[config.mk]
export PLATFORM = sky130hd
export DESIGN_NAME = renode_axi_burst_manager
export DESIGN_NICKNAME = d
export VERILOG_FILES = /design/src/rtl/renode_axi_burst_manager.sv
export SDC_FILE = /design/constraint.sdc
export NUM_CORES = 1
export LEC_CHECK = 0
export BUFFER_PORTS_ARGS = -buffer_cell sky130_fd_sc_hd__buf_2
export CAP_MARGIN = 20
export CORE_AREA = 2 2 136 138
export DETAILED_ROUTE_END_ITERATION = 10
export DIE_AREA = 0 0 138 140
export HOLD_SLACK_MARGIN = 0.08
export PLACE_DENSITY = 0.66
export SLEW_MARGIN = 20
export SYNTH_ARGS = -nofsm -noshare
export SYNTH_HDL_FRONTEND = slang
export SYNTH_SLANG_ARGS = --single-unit
[constraint.sdc]
create_clock -name clk -period 3.8 [get_ports clk]
set_input_delay 0.76 -clock clk [delete_from_list [all_inputs] [get_ports clk]]
set_output_delay 0.76 -clock clk [all_outputs]
set_load 0.02 [all_outputs]
[src/rtl/renode_axi_burst_manager.sv]
// rtl/renode_axi_burst_manager.sv - single-outstanding AXI4 INCR burst manager; optional ID check via RENODE_AXI_MANAGER_ID_CHECK_EN
module renode_axi_burst_manager #(
  parameter int  AddressWidth       = 32,
  parameter int  DataWidth          = 32,
  parameter int  TransactionIdWidth = 8,
  parameter int  MaxBurstLength     = 16,
  localparam int StrobeWidth        = DataWidth / 8
) (
  input  logic                          clk,
  input  logic                          areset_n,
  // command
  input  logic                          cmd_valid,
  output logic                          cmd_ready,
  input  logic                          cmd_write,
  input  logic [AddressWidth-1:0]       cmd_addr,
  input  logic [7:0]                    cmd_len,
  input  logic [2:0]                    cmd_size,
  input  logic [TransactionIdWidth-1:0] cmd_id,
  // write beat stream
  input  logic [DataWidth-1:0]          wr_data,
  input  logic [StrobeWidth-1:0]        wr_strb,
  input  logic                          wr_valid,
  output logic                          wr_ready,
  // read beat stream
  output logic [DataWidth-1:0]          rd_data,
  output logic                          rd_valid,
  input  logic                          rd_ready,
  output logic                          rd_last,
  // completion
  output logic                          resp_valid,
  input  logic                          resp_ready,
  output logic                          resp_error,
  output logic [1:0]                    resp_code,
  // AXI AW
  output logic [TransactionIdWidth-1:0] awid,
  output logic [AddressWidth-1:0]       awaddr,
  output logic [7:0]                    awlen,
  output logic [2:0]                    awsize,
  output logic [1:0]                    awburst,
  output logic                          awlock,
  output logic [2:0]                    awprot,
  output logic                          awvalid,
  input  logic                          awready,
  // AXI W
  output logic [DataWidth-1:0]          wdata,
  output logic [StrobeWidth-1:0]        wstrb,
  output logic                          wlast,
  output logic                          wvalid,
  input  logic                          wready,
  // AXI B
  input  logic [TransactionIdWidth-1:0] bid,
  input  logic [1:0]                    bresp,
  input  logic                          bvalid,
  output logic                          bready,
  // AXI AR
  output logic [TransactionIdWidth-1:0] arid,
  output logic [AddressWidth-1:0]       araddr,
  output logic [7:0]                    arlen,
  output logic [2:0]                    arsize,
  output logic [1:0]                    arburst,
  output logic                          arlock,
  output logic [2:0]                    arprot,
  output logic                          arvalid,
  input  logic                          arready,
  // AXI R
  input  logic [TransactionIdWidth-1:0] rid,
  input  logic [DataWidth-1:0]          rdata,
  input  logic [1:0]                    rresp,
  input  logic                          rlast,
  input  logic                          rvalid,
  output logic                          rready
);

  typedef enum logic [2:0] {IDLE, CHECK, WRITE, WRESP, READ, DONE} state_t;

  localparam logic [2:0] SizeMax  = 3'($clog2(StrobeWidth));
  localparam logic [8:0] MaxBeats = 9'(MaxBurstLength);

  state_t                        state_q, state_d;
  logic                          cmd_ready_q;
  logic                          write_q;
  logic [AddressWidth-1:0]       addr_q;
  logic [7:0]                    len_q;
  logic [2:0]                    size_q;
  logic [TransactionIdWidth-1:0] id_q;
  logic                          awvalid_q, arvalid_q;
  logic                          aw_done_q, w_done_q, b_done_q;
  logic [8:0]                    beat_cnt_q;
  logic [1:0]                    code_q;
  logic                          proto_err_q;

  logic        cmd_fire, aw_fire, ar_fire, w_active, w_fire, w_last_fire;
  logic        b_fire, r_fire, at_len, bready_int;
  logic        aw_complete, w_complete, b_complete;
  logic        b_id_err, r_id_err;
  logic        reject;
  logic [7:0]  align_mask;
  logic [16:0] burst_bytes, burst_end;

  assign at_len      = (beat_cnt_q == {1'b0, len_q});
  assign cmd_fire    = (state_q == IDLE) && cmd_ready_q && cmd_valid;
  assign aw_fire     = awvalid_q && awready;
  assign ar_fire     = arvalid_q && arready;
  assign w_active    = (state_q == WRITE) && !w_done_q;
  assign w_fire      = w_active && wr_valid && wready;
  assign w_last_fire = w_fire && at_len;
  assign aw_complete = aw_done_q || aw_fire;
  assign w_complete  = w_done_q || w_last_fire;
  // B is only taken once the W side is finished, including the cycle of the last W beat
  assign bready_int  = (state_q == WRESP) || ((state_q == WRITE) && w_complete);
  assign b_fire      = bvalid && bready_int;
  assign b_complete  = b_done_q || b_fire;
  assign r_fire      = (state_q == READ) && rvalid && rd_ready;

`ifdef RENODE_AXI_MANAGER_ID_CHECK_EN
  assign b_id_err = (bid != id_q);
  assign r_id_err = (rid != id_q);
`else
  logic unused_ids;
  assign unused_ids = ^{bid, rid};
  assign b_id_err   = 1'b0;
  assign r_id_err   = 1'b0;
`endif

  // legality of the latched command: size, alignment, beat count, 4 KiB crossing
  always_comb begin
    align_mask  = (8'd1 << size_q) - 8'd1;
    burst_bytes = ({9'd0, len_q} + 17'd1) << size_q;
    burst_end   = {5'd0, addr_q[11:0]} + burst_bytes;
    reject      = (size_q > SizeMax)
               || ((addr_q[7:0] & align_mask) != 8'd0)
               || (({1'b0, len_q} + 9'd1) > MaxBeats)
               || (burst_end > 17'd4096);
  end

  // state register
  always_ff @(posedge clk) begin
    if (!areset_n) state_q <= IDLE;
    else           state_q <= state_d;
  end

  // next-state logic
  always_comb begin
    state_d = state_q;
    case (state_q)
      IDLE:    if (cmd_fire) state_d = CHECK;
      CHECK:   state_d = reject ? DONE : (write_q ? WRITE : READ);
      WRITE:   if (aw_complete && w_complete) state_d = b_complete ? DONE : WRESP;
      WRESP:   if (bvalid) state_d = DONE;
      READ:    if (r_fire && rlast) state_d = DONE;
      DONE:    if (resp_ready) state_d = IDLE;
      default: state_d = IDLE;
    endcase
  end

  // command latch, AXI address valids, beat counting and response aggregation
  always_ff @(posedge clk) begin
    if (!areset_n) begin
      cmd_ready_q <= 1'b0;
      write_q     <= 1'b0;
      addr_q      <= '0;
      len_q       <= '0;
      size_q      <= '0;
      id_q        <= '0;
      awvalid_q   <= 1'b0;
      arvalid_q   <= 1'b0;
      aw_done_q   <= 1'b0;
      w_done_q    <= 1'b0;
      b_done_q    <= 1'b0;
      beat_cnt_q  <= '0;
      code_q      <= 2'b00;
      proto_err_q <= 1'b0;
    end else begin
      cmd_ready_q <= (state_d == IDLE);
      if (cmd_fire) begin
        write_q     <= cmd_write;
        addr_q      <= cmd_addr;
        len_q       <= cmd_len;
        size_q      <= cmd_size;
        id_q        <= cmd_id;
        aw_done_q   <= 1'b0;
        w_done_q    <= 1'b0;
        b_done_q    <= 1'b0;
        beat_cnt_q  <= '0;
        code_q      <= 2'b00;
        proto_err_q <= 1'b0;
      end
      if (state_q == CHECK) begin
        if (reject)       code_q    <= 2'b10;
        else if (write_q) awvalid_q <= 1'b1;
        else              arvalid_q <= 1'b1;
      end
      if (aw_fire) begin
        awvalid_q <= 1'b0;
        aw_done_q <= 1'b1;
      end
      if (ar_fire) arvalid_q <= 1'b0;
      // saturate so stray beats past len can never wrap back onto len
      if ((w_fire || r_fire) && (beat_cnt_q != 9'h1FF)) beat_cnt_q <= beat_cnt_q + 9'd1;
      if (w_last_fire) w_done_q <= 1'b1;
      if (b_fire) begin
        b_done_q <= 1'b1;
        if (bresp > code_q) code_q <= bresp;
        if (b_id_err) proto_err_q <= 1'b1;
      end
      if (r_fire) begin
        if (rresp > code_q) code_q <= rresp;
        if (rlast != at_len) proto_err_q <= 1'b1;
        if (r_id_err) proto_err_q <= 1'b1;
      end
    end
  end

  assign cmd_ready  = cmd_ready_q;
  assign resp_valid = (state_q == DONE);
  assign resp_code  = code_q;
  assign resp_error = code_q[1] || proto_err_q;

  assign awid    = id_q;
  assign awaddr  = addr_q;
  assign awlen   = len_q;
  assign awsize  = size_q;
  assign awburst = 2'b01;
  assign awlock  = 1'b0;
  assign awprot  = 3'b000;
  assign awvalid = awvalid_q;

  assign wdata    = wr_data;
  assign wstrb    = wr_strb;
  assign wvalid   = w_active && wr_valid;
  assign wr_ready = w_active && wready;
  assign wlast    = w_active && at_len;
  assign bready   = bready_int;

  assign arid    = id_q;
  assign araddr  = addr_q;
  assign arlen   = len_q;
  assign arsize  = size_q;
  assign arburst = 2'b01;
  assign arlock  = 1'b0;
  assign arprot  = 3'b000;
  assign arvalid = arvalid_q;

  assign rready   = (state_q == READ) && rd_ready;
  assign rd_valid = (state_q == READ) && rvalid;
  assign rd_data  = rdata;
  assign rd_last  = (state_q == READ) && rlast;

endmodule
-- Word-level counts from Yosys, hierarchy flattened
Index checks and enable logic that the tools add are counted.
- equal/unequal tests: 8
- bitwise operators: 4
- shift-type cells: 2
- magnitude comparators: 5
- add/subtract/negate cells: 5
- multiplexer cells: 25
- reductions and logical operators: 40
- operators by type and width (kind ; count):
    $mux 3 ; 8
    $logic_and 1x1->1 ; 19
    $add 8x1->9 const B ; 2
    $mux 9 ; 2
    $pmux 3 s6 ; 1
    $add 12x17->17 ; 1
    $gt 17x13->1 const B ; 1
    $shl 9x3->17 ; 1
    $mux 2 ; 7
    $add 9x1->9 const B ; 1
    $eq 9x8->1 ; 1
    $gt 9x5->1 const B ; 1
    $logic_or 1x1->1 ; 9
    $ne 9x9->1 const B ; 1
    $and 8x8->8 ; 1
    $reduce_bool 2->1 ; 4
    $reduce_bool 8->1 ; 1
    $shl 1x3->8 const A ; 1
    $sub 8x1->8 const B ; 1
    $mux 1 ; 7
    $eq 3x2->1 const B ; 2
    $eq 3x3->1 const B ; 2
    $logic_not 3->1 ; 2
    $reduce_and 3->1 ; 2
    other kinds (7) ; 11
- logic and storage cells: 104
- output and inout bits: 196
- register bits: 73
- input port bits: 152

-- Longest topological paths before layout
- depth after elaboration: 14
- gate-level depth with buffers: 20
- depth with buffers taken out: 18

-- Worst setup path after synthesis
OpenSTA, ideal clock, no wires.
- path type: register to register
- start: register len_q[0], in the netlist arlen[0]
- end: register code_q[1], in the netlist resp_code[1]
- arrival time: 3838 ps
- cell stages (with the launch flop): 16
- library setup time: 115 ps
- data required time: 3685 ps
- path buffers: 0
- clock period less this slack: 3953 ps
- path slack: -153 ps
- cell sequence: dfxtp_1 > ha_1 > nand3_2 > o211a_1 > or4_1 > o21ai_0 > o21ai_0 > ha_1 > nor2b_1 > a2111o_1 > a221oi_1 > nand4_1 > nor4_1 > a22oi_1 > and2_1 > o21a_1
- word-level cells in the longest chain between the ends: 11
- elaborated cells between the ends (all ways): 20
- classes of those cells: 3 x add/sub; 2 x order compare; 1 x eq/ne; 1 x shift; 6 x mux; 7 x reduce/logical
- RTL lines (element ; line ; RTL):
    start: declaration ; 83 ; logic [7:0] len_q;
    start signal: assignment ; 178 ; len_q <= cmd_len;
    $add 8x1->9 ; 128, 132 ;
    $shl 9x3->17 ; 128 ; burst_bytes = ({9'd0, len_q} + 17'd1) << size_q;
    $add 12x17->17 ; 129 ; burst_end = {5'd0, addr_q[11:0]} + burst_bytes;
    $gt 17x13->1 ; 133 ; || (burst_end > 17'd4096);
    $logic_or 1x1->1 ; 133 ;
    $mux 2 ; 189 ; if (reject) code_q <= 2'b10;
    $mux 2 ; 188 ; if (state_q == CHECK) begin
    $mux 2 ; 203 ; if (bresp > code_q) code_q <= bresp;
    $mux 2 * ; 201 ; if (b_fire) begin
    $mux 2 ; 207 ; if (rresp > code_q) code_q <= rresp;
    $mux 2 * ; 206 ; if (r_fire) begin
    end signal: assignment ; 203 ;
    end signal: assignment ; 207 ;
    end: declaration ; 89 ; logic [1:0] code_q;
Every way passes the cells marked *; elsewhere a longest branch is shown, timed or not.
A chain may end at the register's enable or synchronous reset.

-- Worst setup path after layout
- start: register len_q[1], in the netlist arlen[1]
- end: register arvalid_q, in the netlist arvalid
- word-level cells in the longest chain between the ends: 7
- elaborated cells between the ends (all ways): 10
- classes of those cells: 3 x add/sub; 2 x order compare; 1 x shift; 1 x bitwise; 3 x reduce/logical
- RTL lines (element ; line ; RTL):
    $add 8x1->9 ; 128, 132 ;
    $shl 9x3->17 ; 128 ;
    $add 12x17->17 ; 129 ;
    $gt 17x13->1 ; 133 ;
    $logic_or 1x1->1 * ; 133 ;
    $not 1->1 (no line) * ; - ;
    $reduce_and 3->1 (no line) * ; - ;
    end signal: assignment ; 166 ; arvalid_q <= 1'b0;
    end signal: assignment ; 191 ; else arvalid_q <= 1'b1;
    end signal: assignment ; 197 ; if (ar_fire) arvalid_q <= 1'b0;
    end: declaration ; 86 ; logic awvalid_q, arvalid_q;
Marked as above.

==> reports/qor.txt <==
Finished Cell Area -> 6600 µm²
Detailed Place HPWL -> 11400 µm
die area -> 19300 µm²
Via Count -> 5123
routed len/inst -> 14.3 µm
CP Cell Sequence -> ha_4, nand3_4, o211a_1, or4_4, o21ai_4, o21ai_2, ha_1, nor2b_2, a2111o_1, a221oi_2, nand4_1, nor4_2, a22oi_2, or2_1, o22ai_1
Fmax -> 268 MHz
global-route wire length before repair -> 23100 µm
Yosys reg bits -> 73
vias in the first global route -> 4446
worst reg2reg path depth -> 15
Final ANT Viol Nets -> 0
DR vias/cell -> 4.81
P_sw -> 1.13 mW
Post-synth top flop -> dfxtp_1
CP startpoint kind -> flop
die width -> 138 µm
Setup Skew -> 5.94 ps
sequential area share after synthesis -> 26.4%
Pre-antenna DRT Iters -> 4
Top Ports -> 348
most frequent cells in the layout -> buf_2, nand2_1, dfxtp_1
Arr. time, crit path -> 3990 ps
latest clock arrival within the worst-skew pair -> 340 ps
Worst Hold End -> araddr[21]
dpl cell area -> 6050 µm²
Core ar. -> 17800 µm²
clk sinks -> 73
commonest non-fill, non-tap cell in the layout -> buf_2
status -> complete, no violations
Overall Global Routing Usage -> 14.6%
clock share of power -> 27.8%
Post-Syn Area -> 5530 µm²
Worst-path clk slew -> 60 ps
yosys warns -> 0
Slew HR -> 39.6%
Internal -> 1.73 mW
Top Family by Delay on Critical Path -> simple AND/OR/NAND/NOR gates
routed wire length -> 15200 µm
Setup Viol. Count Final -> 0
Clock Path Buffers -> 2
RSZ-0062 raised after global routing -> yes
Sequential Power Share -> 32.2%
top cells by area, synth -> dfxtp_1, buf_4, nand2_1
Hold Vio Cnt, Final -> 0
antenna cell count -> 0
gr ovfl total -> 0
number of max-cap violations -> 0
initial antenna violation count -> 0
Slew @ Worst Pin -> 906 ps
hold path start -> araddr[21]
final worst slack -> 74.9 ps
asr flop ratio synth -> 0%
worst slack, placed -> -206 ps
number of buffers created by CTS -> 9
Post-Synthesis Cells -> 737
Starting Density -> 31.1%
synth unique cells -> 65
Worst path max stage delay -> 530 ps
post-synth top area cell -> dfxtp_1
setup TNS after final layout -> 0 ps
flop-to-flop setup slack -> 70 ps
Setup CP Type -> flop to flop
Buf/Inv on CP -> 0
post-synthesis average cell area -> 7.50 µm²
largest fanout on the critical path -> 5
Nets -> 1005
Final Max Tran Viols -> 0
Period minus WS final -> 3730 ps
Worst setup EP type -> flop
synthesis-to-layout area growth -> 19.4%
Post-route DRC -> 0
gpl congestion -> 0.880
initial drt markers -> 244
PD cells -> 433 nW/µm²
CP max-delay cell -> or4_4
worst reg2reg path startpoint -> arlen[1]
Switching Fraction -> 39.4%
Leak -> 3.07 nW
maximum vdd drop -> 0.251 mV
Hold Path Class -> flop to flop
EDFF count, synth -> 0
R2R Path End -> arvalid
Post-CTS Hold Fix Bufs -> 0
post-synth top area share -> 26.4%
CTS tree -> done
PortBufs -> 183
combinational share of power -> 39.9%
period utilization -> 98.0%
fraction of layout cells with a size suffix above 1 -> 36.9%
# rows -> 49
Vert. Die Dim -> 140 µm
largest net degree at the start of global routing -> 55
root buffer cell -> clkbuf_16
Req. time, crit path -> 4070 ps
H-tree depth -> 3
Hold Path Depth -> 2
[routing by layer]
metal	share of wire [%]	GRT usage, %
met1	46	19.5
met2	46	22.9
met3	5.6	3.97
met4	2.1	4.89
met5	0	0
[synth_stat cells (5+ instances only)]
cell / count
a21boi_0: 54
a21oi_1: 32
a31oi_1: 6
and3_1: 11
buf_2: 5
buf_4: 132
clkbuf_1: 30
dfxtp_1: 73
ha_1: 20
inv_1: 10
mux2i_1: 5
nand2_1: 141
nand2b_1: 6
nand3_1: 10
nor2_1: 35
nor2b_1: 12
nor3_1: 10
o21a_1: 7
o21ai_0: 36
xor2_1: 13
[power by group through the flow]
stage	logic [mW]	registers [mW]	clock network (mW)
2_1_floorplan	0.805	0.988	0
3_3_place_gp	1.07	0.935	0
3_5_place_dp	1.07	0.935	0
4_1_cts	1.09	0.920	0.824
5_1_grt	1.24	0.935	0.854
6_report	1.14	0.922	0.796
[per-stage QoR]
step / cells / util, % / total power [mW] / hold WS, ps
detailed placement: 1043 / 34.0 / 2.01 / 468
global route: 1066 / 37.1 / 3.03 / 506
global placement: 1043 / 34.0 / 2.00 / 464
finish: 1066 / 37.1 / 2.86 / 473
CTS: 1059 / 35.7 / 2.83 / 479
floorplan: 747 / - / 1.79 / 456
[how the worst max path moves through the flow]
stage	start	cells past startpoint	end
2_1_floorplan	arsize[0]	15	resp_code[1]
3_3_place_gp	arlen[1]	15	resp_code[1]
3_5_place_dp	arlen[1]	15	resp_code[1]
4_1_cts	arlen[1]	15	state_q[2]
5_1_grt	arlen[1]	17	arvalid
6_report	arlen[1]	15	arvalid
[final cells by class]
cell class              count  area (µm²)
flip-flops and latches     73        1470
repair buffers            245        1390
clock buffers              10         229
well taps                 229         287
inverters                  12        45.0
fillers                  1860       11200
clock inverters             6        42.5
multi-input cells         491        3130
[cells by family after synthesis]
kind of cell	share of synthesized area, %
simple gates	21.4
buf+inv	21.6
compound gates	22.3
flops	26.4
fa+ha+maj	4.89
xor+xnor	2.22
mux	0.906
other cells	0.136
[state kept, by name, indices dropped and copies added, names as in the netlist, 2 cells and up]
register	count
arlen	8
arsize	3
arid	8
resp_code	2
araddr	32
beat_cnt_q	9
state_q	3
[timing repair]
| action | CTS | global route |
|---|---|---|
| buffers inserted | 0 | 7 |
| setup endpoints to repair | 8 | 8 |
| resized for setup | 7 | 50 |
| pin swaps | 0 | 22 |
| cloned | 0 | 0 |
[worst reg2reg max path, stage by stage, from the launching register on]
cell and delay (ps):
dfxtp_4 380, ha_4 150, nand3_4 80, o211a_1 250
or4_4 530, o21ai_4 90, o21ai_2 90, ha_1 330
nor2b_2 160, a2111o_1 290, a221oi_2 280, nand4_1 140
nor4_2 290, a22oi_2 170, or2_1 270, o22ai_1 140
Power figures use the tool's default switching activity.
